[src/rtl/alu_issue_ctrl.sv]
// rtl/alu_issue_ctrl.sv - single-issue sequencer driving the 8-bit ALU with a 4x8 register file
module alu_issue_ctrl #(
   parameter int                DATA_W    = 8,
   parameter logic [DATA_W-1:0] REG_RESET = {DATA_W{1'b0}}
) (
   input  logic              clk,
   input  logic              rst,
   input  logic              instr_valid,
   output logic              instr_ready,
   input  logic [15:0]       instr,
   output logic [DATA_W-1:0] alu_data1,
   output logic [DATA_W-1:0] alu_data2,
   output logic [1:0]        alu_opcode,
   output logic              alu_cs,
   input  logic [DATA_W-1:0] alu_result,
   output logic              wb_valid,
   output logic [1:0]        wb_addr,
   output logic [DATA_W-1:0] wb_data,
   output logic              illegal,
   output logic              busy,
   input  logic [1:0]        dbg_addr,
   output logic [DATA_W-1:0] dbg_data
);

   // Sequencer states
   localparam logic [1:0] ST_IDLE   = 2'd0;
   localparam logic [1:0] ST_DECODE = 2'd1;
   localparam logic [1:0] ST_EXEC   = 2'd2;
   localparam logic [1:0] ST_WB     = 2'd3;

   // Instruction classes, bits [15:14]
   localparam logic [1:0] CLS_ALU   = 2'b00;
   localparam logic [1:0] CLS_LOADI = 2'b01;
   localparam logic [1:0] CLS_NOP   = 2'b10;
   localparam logic [1:0] CLS_RSVD  = 2'b11;

   logic [1:0]        state_q,     state_d;
   logic [15:0]       instr_q,     instr_d;
   logic              alu_cs_q,    alu_cs_d;
   logic [DATA_W-1:0] alu_data1_q, alu_data1_d;
   logic [DATA_W-1:0] alu_data2_q, alu_data2_d;
   logic [1:0]        alu_op_q,    alu_op_d;
   logic              wb_valid_q,  wb_valid_d;
   logic [1:0]        wb_addr_q,   wb_addr_d;
   logic [DATA_W-1:0] wb_data_q,   wb_data_d;
   logic [DATA_W-1:0] regs_q [4];

   // Fields of the latched instruction
   logic [1:0]        f_cls;
   logic [1:0]        f_op;
   logic [1:0]        f_rd;
   logic [1:0]        f_rs1;
   logic [1:0]        f_rs2;
   logic [DATA_W-1:0] f_imm;
   logic              transfer;

   assign f_cls = instr_q[15:14];
   assign f_op  = instr_q[13:12];
   assign f_rd  = instr_q[11:10];
   assign f_rs1 = instr_q[9:8];
   assign f_rs2 = instr_q[7:6];
   assign f_imm = instr_q[DATA_W-1:0];

   assign instr_ready = (state_q == ST_IDLE) && !rst;
   assign transfer    = instr_valid && instr_ready;

   assign busy       = (state_q != ST_IDLE);
   assign illegal    = (state_q == ST_DECODE) && (f_cls == CLS_RSVD);
   assign alu_cs     = alu_cs_q;
   assign alu_data1  = alu_data1_q;
   assign alu_data2  = alu_data2_q;
   assign alu_opcode = alu_op_q;
   assign wb_valid   = wb_valid_q;
   assign wb_addr    = wb_addr_q;
   assign wb_data    = wb_data_q;
   assign dbg_data   = regs_q[dbg_addr];

   // Next-state logic; ALU select and write-back strobes are one-cycle by default
   always_comb begin
      state_d     = state_q;
      instr_d     = instr_q;
      alu_cs_d    = 1'b1;
      alu_data1_d = alu_data1_q;
      alu_data2_d = alu_data2_q;
      alu_op_d    = alu_op_q;
      wb_valid_d  = 1'b0;
      wb_addr_d   = wb_addr_q;
      wb_data_d   = wb_data_q;

      case (state_q)
         ST_IDLE: begin
            if (transfer) begin
               instr_d = instr;
               state_d = ST_DECODE;
            end
         end

         ST_DECODE: begin
            case (f_cls)
               CLS_ALU: begin
                  // Operands are registered here so they are stable for the whole EXEC cycle
                  state_d     = ST_EXEC;
                  alu_cs_d    = 1'b0;
                  alu_data1_d = regs_q[f_rs1];
                  alu_data2_d = regs_q[f_rs2];
                  alu_op_d    = f_op;
               end
               CLS_LOADI: begin
                  state_d    = ST_WB;
                  wb_valid_d = 1'b1;
                  wb_addr_d  = f_rd;
                  wb_data_d  = f_imm;
               end
               CLS_NOP: begin
                  state_d = ST_IDLE;
               end
               default: begin
                  // Reserved class: illegal is flagged combinationally during this cycle
                  state_d = ST_IDLE;
               end
            endcase
         end

         ST_EXEC: begin
            // wb_data_q doubles as the ALU result register
            state_d    = ST_WB;
            wb_valid_d = 1'b1;
            wb_addr_d  = f_rd;
            wb_data_d  = alu_result;
         end

         ST_WB: begin
            state_d = ST_IDLE;
         end

         default: begin
            state_d = ST_IDLE;
         end
      endcase
   end

   // Control and output registers, synchronous reset
   always_ff @(posedge clk) begin
      if (rst) begin
         state_q     <= ST_IDLE;
         instr_q     <= 16'h0000;
         alu_cs_q    <= 1'b1;
         alu_data1_q <= '0;
         alu_data2_q <= '0;
         alu_op_q    <= 2'b00;
         wb_valid_q  <= 1'b0;
         wb_addr_q   <= 2'b00;
         wb_data_q   <= '0;
      end else begin
         state_q     <= state_d;
         instr_q     <= instr_d;
         alu_cs_q    <= alu_cs_d;
         alu_data1_q <= alu_data1_d;
         alu_data2_q <= alu_data2_d;
         alu_op_q    <= alu_op_d;
         wb_valid_q  <= wb_valid_d;
         wb_addr_q   <= wb_addr_d;
         wb_data_q   <= wb_data_d;
      end
   end

   // Register file: written at the end of the WB cycle, reloaded on reset
   always_ff @(posedge clk) begin
      if (rst) begin
         for (int i = 0; i < 4; i++) begin
            regs_q[i] <= REG_RESET;
         end
      end else if (wb_valid_q) begin
         regs_q[wb_addr_q] <= wb_data_q;
      end
   end

endmodule

[config.mk]
export PLATFORM = sky130hd
export DESIGN_NAME = alu_issue_ctrl
export DESIGN_NICKNAME = d
export VERILOG_FILES = /design/src/rtl/alu_issue_ctrl.sv
export SDC_FILE = /design/constraint.sdc
export NUM_CORES = 1
export LEC_CHECK = 0
export ABC_AREA = 1
export CAP_MARGIN = 25
export CORE_ASPECT_RATIO = 1.2
export CORE_UTILIZATION = 53
export DETAILED_ROUTE_END_ITERATION = 10
export PLACE_DENSITY = 0.8
export SLEW_MARGIN = 5
export SYNTH_ARGS = -nofsm -noshare
export SYNTH_HDL_FRONTEND = slang
export SYNTH_SLANG_ARGS = --single-unit
[constraint.sdc]
create_clock -name clk -period 1.89 [get_ports clk]
set_input_delay 0.378 -clock clk [delete_from_list [all_inputs] [get_ports clk]]
set_output_delay 0.378 -clock clk [all_outputs]
set_load 0.05 [all_outputs]
; ---- Word level (Yosys, flattened, before mapping)
; Memories as Yosys holds them, arrays and structs flattened. A register that Yosys moved wholly into a read port is not among the register bits.
; Cells that the tools add are included.
[word_totals]
reg_bits = 32
mem_count = 1
elab_cells = 47
mem_bits_rw = 32
in_bits = 29
[mem_list]
columns = name, depth, width, read_ports, rd_clocked_by_memory_dff, write_ports, line_no
row1 = regs_q, 4, 8, 3, 2, 4, 46  ; logic [DATA_W-1:0] regs_q [4];
[classes]
bitwise_logic = 1
n_eq_ne = 7
mux = 18
n_reduce_logical = 13
[op_table]
columns = operator, count
row1 = 8-bit 2-to-1 mux, 2
row2 = 8-bit case mux with 2 select lines, 1
row3 = 1-bit 2-to-1 mux, 8
row4 = 2-bit case mux with 2 select lines, 2
row5 = 2-bit case mux with 4 select lines, 1
row6 = 8-bit OR reduction, 1
row7 = "2-bit equality test, second input constant", 3
row8 = 2-bit 2-to-1 mux, 3
row9 = 2-bit AND reduction, 3
row10 = "2-bit by 1-bit equality test with 1-bit output, second input constant", 2
row11 = 2-bit logical NOT, 2
row12 = 2-bit nonzero test, 2
row13 = 1-bit logical AND, 3
row14 = "2-bit by 1-bit inequality test with 1-bit output, second input constant", 1
row15 = "2-bit inequality test, second input constant", 1
row16 = 1-bit case mux with 2 select lines, 1
row17 = 2-bit OR reduction, 1
row18 = 1-bit logical NOT, 1
row19 = 1-bit inverter, 1

; ---- Logic depth before layout (Yosys ltp)
; Gate-level depths: netlist of run 1.
[depth]
depth_word = 5
depth_mapped = 9

; ---- Worst setup path after synthesis of run 1
; OpenSTA, ideal clock, no wires.
[synth_path]
path_type = input to output
start = input port dbg_addr[0]
end = output port dbg_data[5]
arrival_ns = 1.519
slack_ns = -0.007
n_path_buf = 1
path_stages = 4
cell_sequence = inv_1 > buf_2 > o21ai_0 > o22ai_1
[synth_via]
elab_chain_len = 1
[synth_lines]
columns = element, line_no
row1 = start: declaration, 21  ; input logic [1:0] dbg_addr,
row2 = memory 4 x 8 bit, --
row3 = end: declaration, 22  ; output logic [DATA_W-1:0] dbg_data
; No other way between the ends.

; ---- Worst setup path in the final report of run 1
[layout_path]
start = input port dbg_addr[0]
end = output port dbg_data[7]
; Same word-level chain as after synthesis.

==> metrics.txt, run 1 <==
outcome=finished clean; Synth Warn #=0; clock share of power=0.209; Tightest Hold Check Type=reg2reg; # IOs=70; Die Width=between 80 and 90 um; vias in the first global route=3568; Post-Synthesis Cells=approximately 540; DRC violations left=0; port bufs=a little under 70; total length of routed wires=~9000 um; CTS Hold Bufs=0; Synth top cells by count=106 x nor2_1, 104 x nand2_1, 71 x inv_1; Top FF cell, synth=dfxtp_1; crit end category=primary output; DIE HEIGHT=roughly 100 um; power per cell area=1140 nW/um^2; clock sink total=80; Area Growth Syn to Fin=28.9%; library cells used by synthesis=24; total internal power=between 3 and 4 mW; mapped cell area=~4000 um^2; average size of a mapped cell=between 7 and 8 um^2; fillers=about 570; remaining antenna violation count after routing=0; dpl cell area=between 4000 and 5000 um^2; WS Path Type=in2out; global route overflow=0; H-tree levels=3; Longest Clk Path Bufs=2; Iteration-0 DRC Markers=between 200 and 300; CP required=between 1500 and 2000 ps; Layout Cells excl Fill=approximately 700; largest net degree at the start of global routing=37; count leader, synth=nor2_1; placed cell count=700; max-cap check violation count=0; top post-synthesis cells by area=dfxtp_1 24%, edfxtp_1 24%, nor2_1 9.9%; Synth async-reset ratio=0; Routed WL per cell=~13 um; Final Hold Fails=0; postcts setup bufs=0; GR Util All Layers=0.258; Design Area, Final=~5200 um^2; part of the power in registers=0.380; Worst EP arrival=~1500 ps; CTS tree=done; Slew Viols, Final=0; post-synthesis register bit count=80; Gate power share=0.411; Layout Nets=about 660; Static Leakage=about 2.5 nW; initial antenna violation count=0; EDFF count, synth=32; Via Count=about 3.7k; Syn Nets=575; total iterations of the first detailed-routing run=5; startpoint types=input port; Final Wtd Congestion=0.896; Root Driver=clkbuf_8; HPWL after DPL=7010 um; # setup viols final=0; Final period util=0.978; vias per cell=5.19; Slew HR=0.663; register area share after synthesis=0.479; IR drop worst, VDD=between 0.6 and 0.7 mV; antenna cells=0; area fraction of the dominant cell type after synthesis=0.239; worst-skew pair later-pin latency=between 300 and 400 ps; Rows=34; share of layout cells above drive strength 1=0.152; Clk pin slew, worst setup/hold paths=approximately 90 ps; CTS Buf Count=9; Sw Share=0.409; Die ar.=between 7000 and 8000 um^2; RSZ-0062 raised after global routing=no; first-pass GRT wire length=15900 um; slew at the pin with the worst max-slew slack=505 ps; CP max FO=8; Max Freq=roughly 540 MHz; Switching Power=about 2.4 mW; core area=a little over 7000 um^2; Fin Clk Skew=10.1 ps; leading area contributor after synthesis=dfxtp_1; Initial Utilization=0.552; min Tclk post-route=1850 ps
[power groups by stage]
| stage | logic [mW] | clock network (mW) | registers, mW |
|---|---|---|---|
| after floorplan | 1.12 | 0 | 2.83 |
| after detailed placement | 2.43 | 0 | 2.28 |
| after global routing | 2.65 | 1.33 | 2.28 |
| final | 2.43 | 1.24 | 2.24 |
| after CTS | 2.43 | 1.25 | 2.24 |
| after global placement | 2.38 | 0 | 2.27 |
[cell type report]
cell class | instances | area, um^2 | area share
tap | 90 | 113 | 0.0218
inverter | 79 | 302 | 0.0583
clock buffer | 11 | 131 | 0.0254
multi-input combinational | 358 | 1660 | 0.321
clock inverter | 5 | 57.6 | 0.0111
timing repair buffer | 93 | 988 | 0.191
sequential | 80 | 1920 | 0.372
[worst max-delay path, cell delays in order]
cell	delay, ps
dlygate4sd2_1	270
inv_1	70
buf_4	160
o21ai_0	260
o22ai_2	150
buf_12	170
[logic make-up after synthesis]
family	count (synthesis)	synth area share
AND/OR/NAND/NOR	282	0.299
adder cells (fa/ha/maj)	5	0.0156
buffers and inverters	103	0.114
AO/OA/AOI/OAI	71	0.0919
flip-flops	80	0.479
[what timing repair did]
item | in CTS | in global routing
gates resized for setup | 8 | 10
setup endpoints to repair | 10 | 8
gates cloned | 0 | 0
[state kept, by name, summed over array words and instances, names as in the netlist, named ones only]
register and flops:
regs_q 32, alu_data1 8, alu_cs 1, alu_data2 8, state_q 1, instr_q 16
wb_valid 1, alu_opcode 2, wb_addr 2, wb_data 8
[metrics by stage]
stage          power, mW  setup TNS (ps)  hold WS (ps)   util  setup WS (ps)
2_1_floorplan       3.95               0           424      -           20.3
3_3_place_gp        4.65            -981           431  0.682           -165
3_5_place_dp        4.71           -1230           441  0.682           -180
4_1_cts             5.92               0           454  0.709           1.51
5_1_grt             6.26               0           479  0.712           3.16
6_report            5.91               0           450  0.712           40.9
[placed cells by master (no fill, tap or decap), drive strengths merged]
cell             n
o21ai           49
clkbuf          11
dfxtp           48
dlymetal6s2s     6
clkinvlp         3
clkinv           2
edfxtp          32
a21oi           14
inv             78
buf             56
nand3           62
clkdlybuf4s50   27
bufinv           1
nand2          109
nand4            1
o22ai            8
and3             1
dlygate4sd2      4
ha               5
nor2           109
[path summary, 6_finish.rpt]
kind	from	to	slack, ps	depth (start not counted)
max reg2reg	flip-flop	wb_addr[0]	320	7
min	instr_q[1]	instr_q[1]	450	2
min reg2reg	instr_q[1]	instr_q[1]	450	2
max	dbg_addr[0]	dbg_data[7]	40	6
[metal layers]
metal / global-route usage / up-vias / wire length, um / part of all wire
met5: 0 / - / 0 / 0
met4: 0.100 / 0 / 199 / 0.022
met3: 0.0601 / 20 / 556 / 0.061
met2: 0.425 / 148 / 4590 / 0.50
met1: 0.318 / 1671 / 3760 / 0.41
li1: - / 1874 / - / -
Power figures use the tool's default switching activity.
==> run 2: changes to the inputs <==
--- a/config.mk
+++ b/config.mk
@@ -6,7 +6,6 @@
 export NUM_CORES = 1
 export LEC_CHECK = 0
 export ABC_AREA = 1
-export CAP_MARGIN = 25
 export CORE_ASPECT_RATIO = 1.2
 export CORE_UTILIZATION = 53
 export DETAILED_ROUTE_END_ITERATION = 10
==> results of run 2 <==
The final DEF is identical to that of run 1; final timing and power are the same.
==> run 3: changes to the inputs <==
--- a/config.mk
+++ b/config.mk
@@ -10,6 +10,7 @@
 export CORE_UTILIZATION = 53
 export DETAILED_ROUTE_END_ITERATION = 10
 export PLACE_DENSITY = 0.8
+export SKIP_CTS_REPAIR_TIMING = 1
 export SLEW_MARGIN = 5
 export SYNTH_ARGS = -nofsm -noshare
 export SYNTH_HDL_FRONTEND = slang
==> run 3 against run 2 <==
Compared with the run above: maximum frequency grew 1.3%; clock-buffer cell count is the same; clock power is essentially flat; critical path type is now reg2out; largest cell class unchanged; highest routed layer unchanged.
==> metrics.txt, run 3 (synthesized netlist as in run 1, its figures left out) <==
H-tree levels=3; total length of routed wires=about 9100 um; placed cell count=700; total iterations of the first detailed-routing run=5; HPWL after DPL=7010 um; antenna cells=0; Via Count=between 3k and 4k; IR drop worst, VDD=0.678 mV; R2R cell count=7; first-pass GRT wire length=15900 um; family with the most delay on the worst path=buffers and inverters; max reg flops=32; largest net degree at the start of global routing=37; min Tclk post-route=between 1500 and 2000 ps; Max Freq=548 MHz; crit end category=primary output; min-delay src=instr_q[5]; Final period util=0.966; Root Driver=clkbuf_8; WS Path Type=reg2out; Clk pin slew, worst setup/hold paths=80 ps; reg2reg setup slack=about 320 ps; Layout Nets=between 600 and 700; Area Growth Syn to Fin=29.3%; Longest Clk Path Bufs=2; Die Width=roughly 81 um; vias per cell=roughly 5.2; RSZ-0062 raised after global routing=no; Slew Viols, Final=0; GR Util All Layers=0.257; delay of the slowest critical-path stage=about 790 ps; Static Leakage=2.51 nW; slowest CP cell=clkdlybuf4s50_1; Routed WL per cell=between 10 and 15 um; # setup viols final=0; Rows=34; Worst EP arrival=1450 ps; initial antenna violation count=0; Hold Path End=instr_q[5]; CTS Buf Count=9; max-cap check violation count=0; reg2reg end=wb_addr[0]; startpoint types=flip-flop; CP required=around 1500 ps; slew at the pin with the worst max-slew slack=between 500 and 600 ps; DRC violations left=0; Die ar.=around 7900 um^2; port bufs=69; # IOs=70; commonest non-fill, non-tap cell in the layout=nor2_1; outcome=finished clean; accumulated negative setup slack=0 ps; biggest regs=regs_q x32, instr_q x16; vias in the first global route=3559; Fin Clk Skew=10.5 ps; power per cell area=approximately 1100 nW/um^2; DIE HEIGHT=roughly 100 um; core area=7270 um^2; Hold Path Depth=2; Final Hold Fails=0; Biggest register=regs_q; cell chain of the critical path=clkdlybuf4s50_1; stages on the worst setup path=1; clock sink total=80; worst path bufs/invs=1; most frequent cells in the layout=106 x nor2_1, 104 x nand2_1, 69 x inv_1, 62 x nand3_1, 47 x dfxtp_1; Final Wtd Congestion=0.896; Layout Cells excl Fill=716; worst-skew pair later-pin latency=roughly 360 ps; Tightest Hold Check Type=reg2reg; CP max FO=1; remaining antenna violation count after routing=0; CTS tree=done; Slew HR=0.658; Initial Utilization=0.552; global route overflow=0; Iteration-0 DRC Markers=between 200 and 300; share of layout cells above drive strength 1=0.152
==> run 3: cell count changes in the layout (fill, tap and decap cells not counted) <==
| cell | previous run | this run |
|---|---|---|
| dlymetal6s2s_1 | 6 | 10 |
| dlygate4sd2_1 | 4 | 0 |
| o21ai_1 | 6 | 5 |
| o21ai_0 | 42 | 43 |
==> run 3: worst max-delay path by stage <==
stage | startpoint | end | slack [ps]
after floorplan | dbg_addr[0] | dbg_data[0] | 20
after global placement | dbg_addr[0] | dbg_data[3] | -160
after detailed placement | dbg_addr[0] | dbg_data[3] | -180
after CTS | dbg_addr[0] | dbg_data[6] | -180
after global routing | alu_cs | alu_cs | 10
final | alu_cs | alu_cs | 60
==> run 3: cell type report <==
class / count / area (um^2)
clock buffer: 11 / 131
multi-input combinational: 358 / 1660
inverter: 79 / 302
tap: 90 / 113
sequential: 80 / 1920
clock inverter: 5 / 57.6
timing repair buffer: 93 / 1000
fill: 567 / 2080
==> run 3: tightest hold or removal path: cells and delay by family, from the launching register on <==
family          cells  cell delay [ps]
flops               1              300
compound gates      1               50
buf+inv             1               50
==> run 3: metal layers <==
layer | vias up | track usage | wire length (um)
met2 | 141 | 0.426 | 4620
li1 | 1878 | - | -
met4 | 0 | 0.0989 | 233
met5 | - | 0 | 0
met3 | 28 | 0.0573 | 517
met1 | 1688 | 0.319 | 3770
==> run 3: power by group <==
part / switching [mW] / internal [mW]
Sequential: 0.186 / 2.06
Clock: 0.623 / 0.609
Combinational: 1.60 / 0.836
==> run 3: stage by stage <==
stage | worst slack [ps] | total power [mW] | cell area, um^2 | hold WS [ps] | util
6_report | 64.3 | 5.91 | 5190 | 450 | 0.714
5_1_grt | 13.2 | 6.27 | 5190 | 479 | 0.714
4_1_cts | -184 | 5.93 | 5150 | 454 | 0.708
3_5_place_dp | -180 | 4.71 | 4960 | 441 | 0.682
3_3_place_gp | -165 | 4.65 | 4960 | 431 | 0.682
2_1_floorplan | 20.3 | 3.95 | 4030 | 424 | -
==> RTL change: new RTL, config.mk and constraints of run 1 <==
The parameter `DATA_W` goes from 8 to 12.
--- a/src/rtl/alu_issue_ctrl.sv
+++ b/src/rtl/alu_issue_ctrl.sv
@@ -2,3 +2,3 @@
 module alu_issue_ctrl #(
-   parameter int                DATA_W    = 8,
+   parameter int                DATA_W    = 12,
    parameter logic [DATA_W-1:0] REG_RESET = {DATA_W{1'b0}}
Ports: changed (5 resized); port bits go from 70 to 90. No check against the original RTL was run, so the function may have changed too.
==> RTL change against run 1 <==
- synthesized cell count up 39%
- register-to-register slack worse by 0.08 ns
- routed wire length up 45%
- worst setup slack worse by 0.0030 ns
- critical path depth down 5
- critical endpoint is now alu_data1[1]
- sequential power up 34%
- power up 40%
- area after synthesis up 36%
- largest power group unchanged
- via count up 36%
- sequential cell count up 28
- final area up 33%
- count of clock-buffer cells in the layout unchanged
- die area up 35%
- largest cell class unchanged
==> RTL change: results (changes against run 1) <==
clock-cell share of area 0.0467 (+0.0102); DRT Pass-1 Iters 6 (+1); sequential share of the synthesized area 0.485 (+0.00653); Post-Route Skew 0.00778 ns (-0.00232 ns); Slew HR 0.616 (-0.0466); met3 wire len 919 um (+65%); Root Driver clkbuf_16; Multi-In Gates 493 (+38%); R2R Setup Slk 0.24 ns (-0.08 ns); Hold Path End instr_q[3]; sequential power 3010 uW (+34%); fraction of area in multi-input gates 0.326 (+0.00457); leak pwr 0.00321 uW (+30%); synth cell count leaders nor2_1, nand2_1, inv_1, nand3_1, o21ai_0; minimum hold slack 0.446 ns (-0.00372 ns); I/O Buffers 89 (+29%); Crit Path Max Fanout 2 (-6); Total Routing Usage GR 0.259 (+0.00137); grt met1 use 0.329 (+0.0113); CP endpoint alu_data1[1]; Non-clock buffering overhead 0.161 (-0.0301); Signal inverters 109 (+38%); DP Worst Slack -0.194 ns (-0.0137 ns); library cells used by synthesis 23 (-4.2%); outcome complete, no violations; Layout Nets 873 (+33%); Max IR drop VDD 0.000738 V (+8.2%); Synth Area in Compound Gates 0.0901 (-0.00188); first-pass GRT wire length 21800 um (+37%); share of post-route cells with drive strength above 1 0.136 (-0.0160); GRT met2 Usage 0.429 (+0.00447); Sequential Area 2640 um^2 (+37%); internal power 4950 uW (+42%); CP max-delay cell clkdlybuf4s50_1; 1st-iter DRT viols 277 (+5.7%); GPL Wtd Cong 0.913 (+1.9%); biggest regs regs_q (48), instr_q (16); Routed WL 13200 um (+45%); Worst-path clk slew 0.07 ns (-0.02 ns); Synth area leaders edfxtp_1, dfxtp_1, nor2_1, nand2_1, nand3_1; post-synthesis adder-cell area fraction 0.0115 (-0.00409); met2 routed WL 6410 um (+40%); fillers 782 (+37%); HPWL Detailed 9760 um (+39%); vias in the first global route 4664 (+31%); CP Launch Point alu_data1[1]; pin count of the biggest net entering global routing 30 (-19%)
RTL change: kinds of logic (layout without fill, tap and decap cells):
kind of cell	after synthesis	after routing
flip-flops	108	108
buffers and inverters	153	239
AO/OA/AOI/OAI	95	95
AND/OR/NAND/NOR	393	393
adder cells (fa/ha/maj)	5	5
RTL change: per-stage QoR:
| stage | total power, uW | instances | setup TNS [ns] | instance area, um^2 | util |
|---|---|---|---|---|---|
| 6_report | 8250 | 966 | 0 | 6880 | 0.688 |
| 5_1_grt | 8680 | 966 | 0 | 6880 | 0.688 |
| 3_3_place_gp | 6210 | 950 | -1.69 | 6540 | 0.654 |
| 2_1_floorplan | 5320 | 754 | 0 | 5520 | - |
| 3_5_place_dp | 6290 | 950 | -1.83 | 6540 | 0.654 |
| 4_1_cts | 8280 | 966 | 0 | 6870 | 0.686 |
RTL change: repair_timing:
item                                    CTS  global route
gates resized for setup                  16             6
pin swaps                                 1             0
endpoints found under the setup margin   12             7
buffers inserted                          0             0
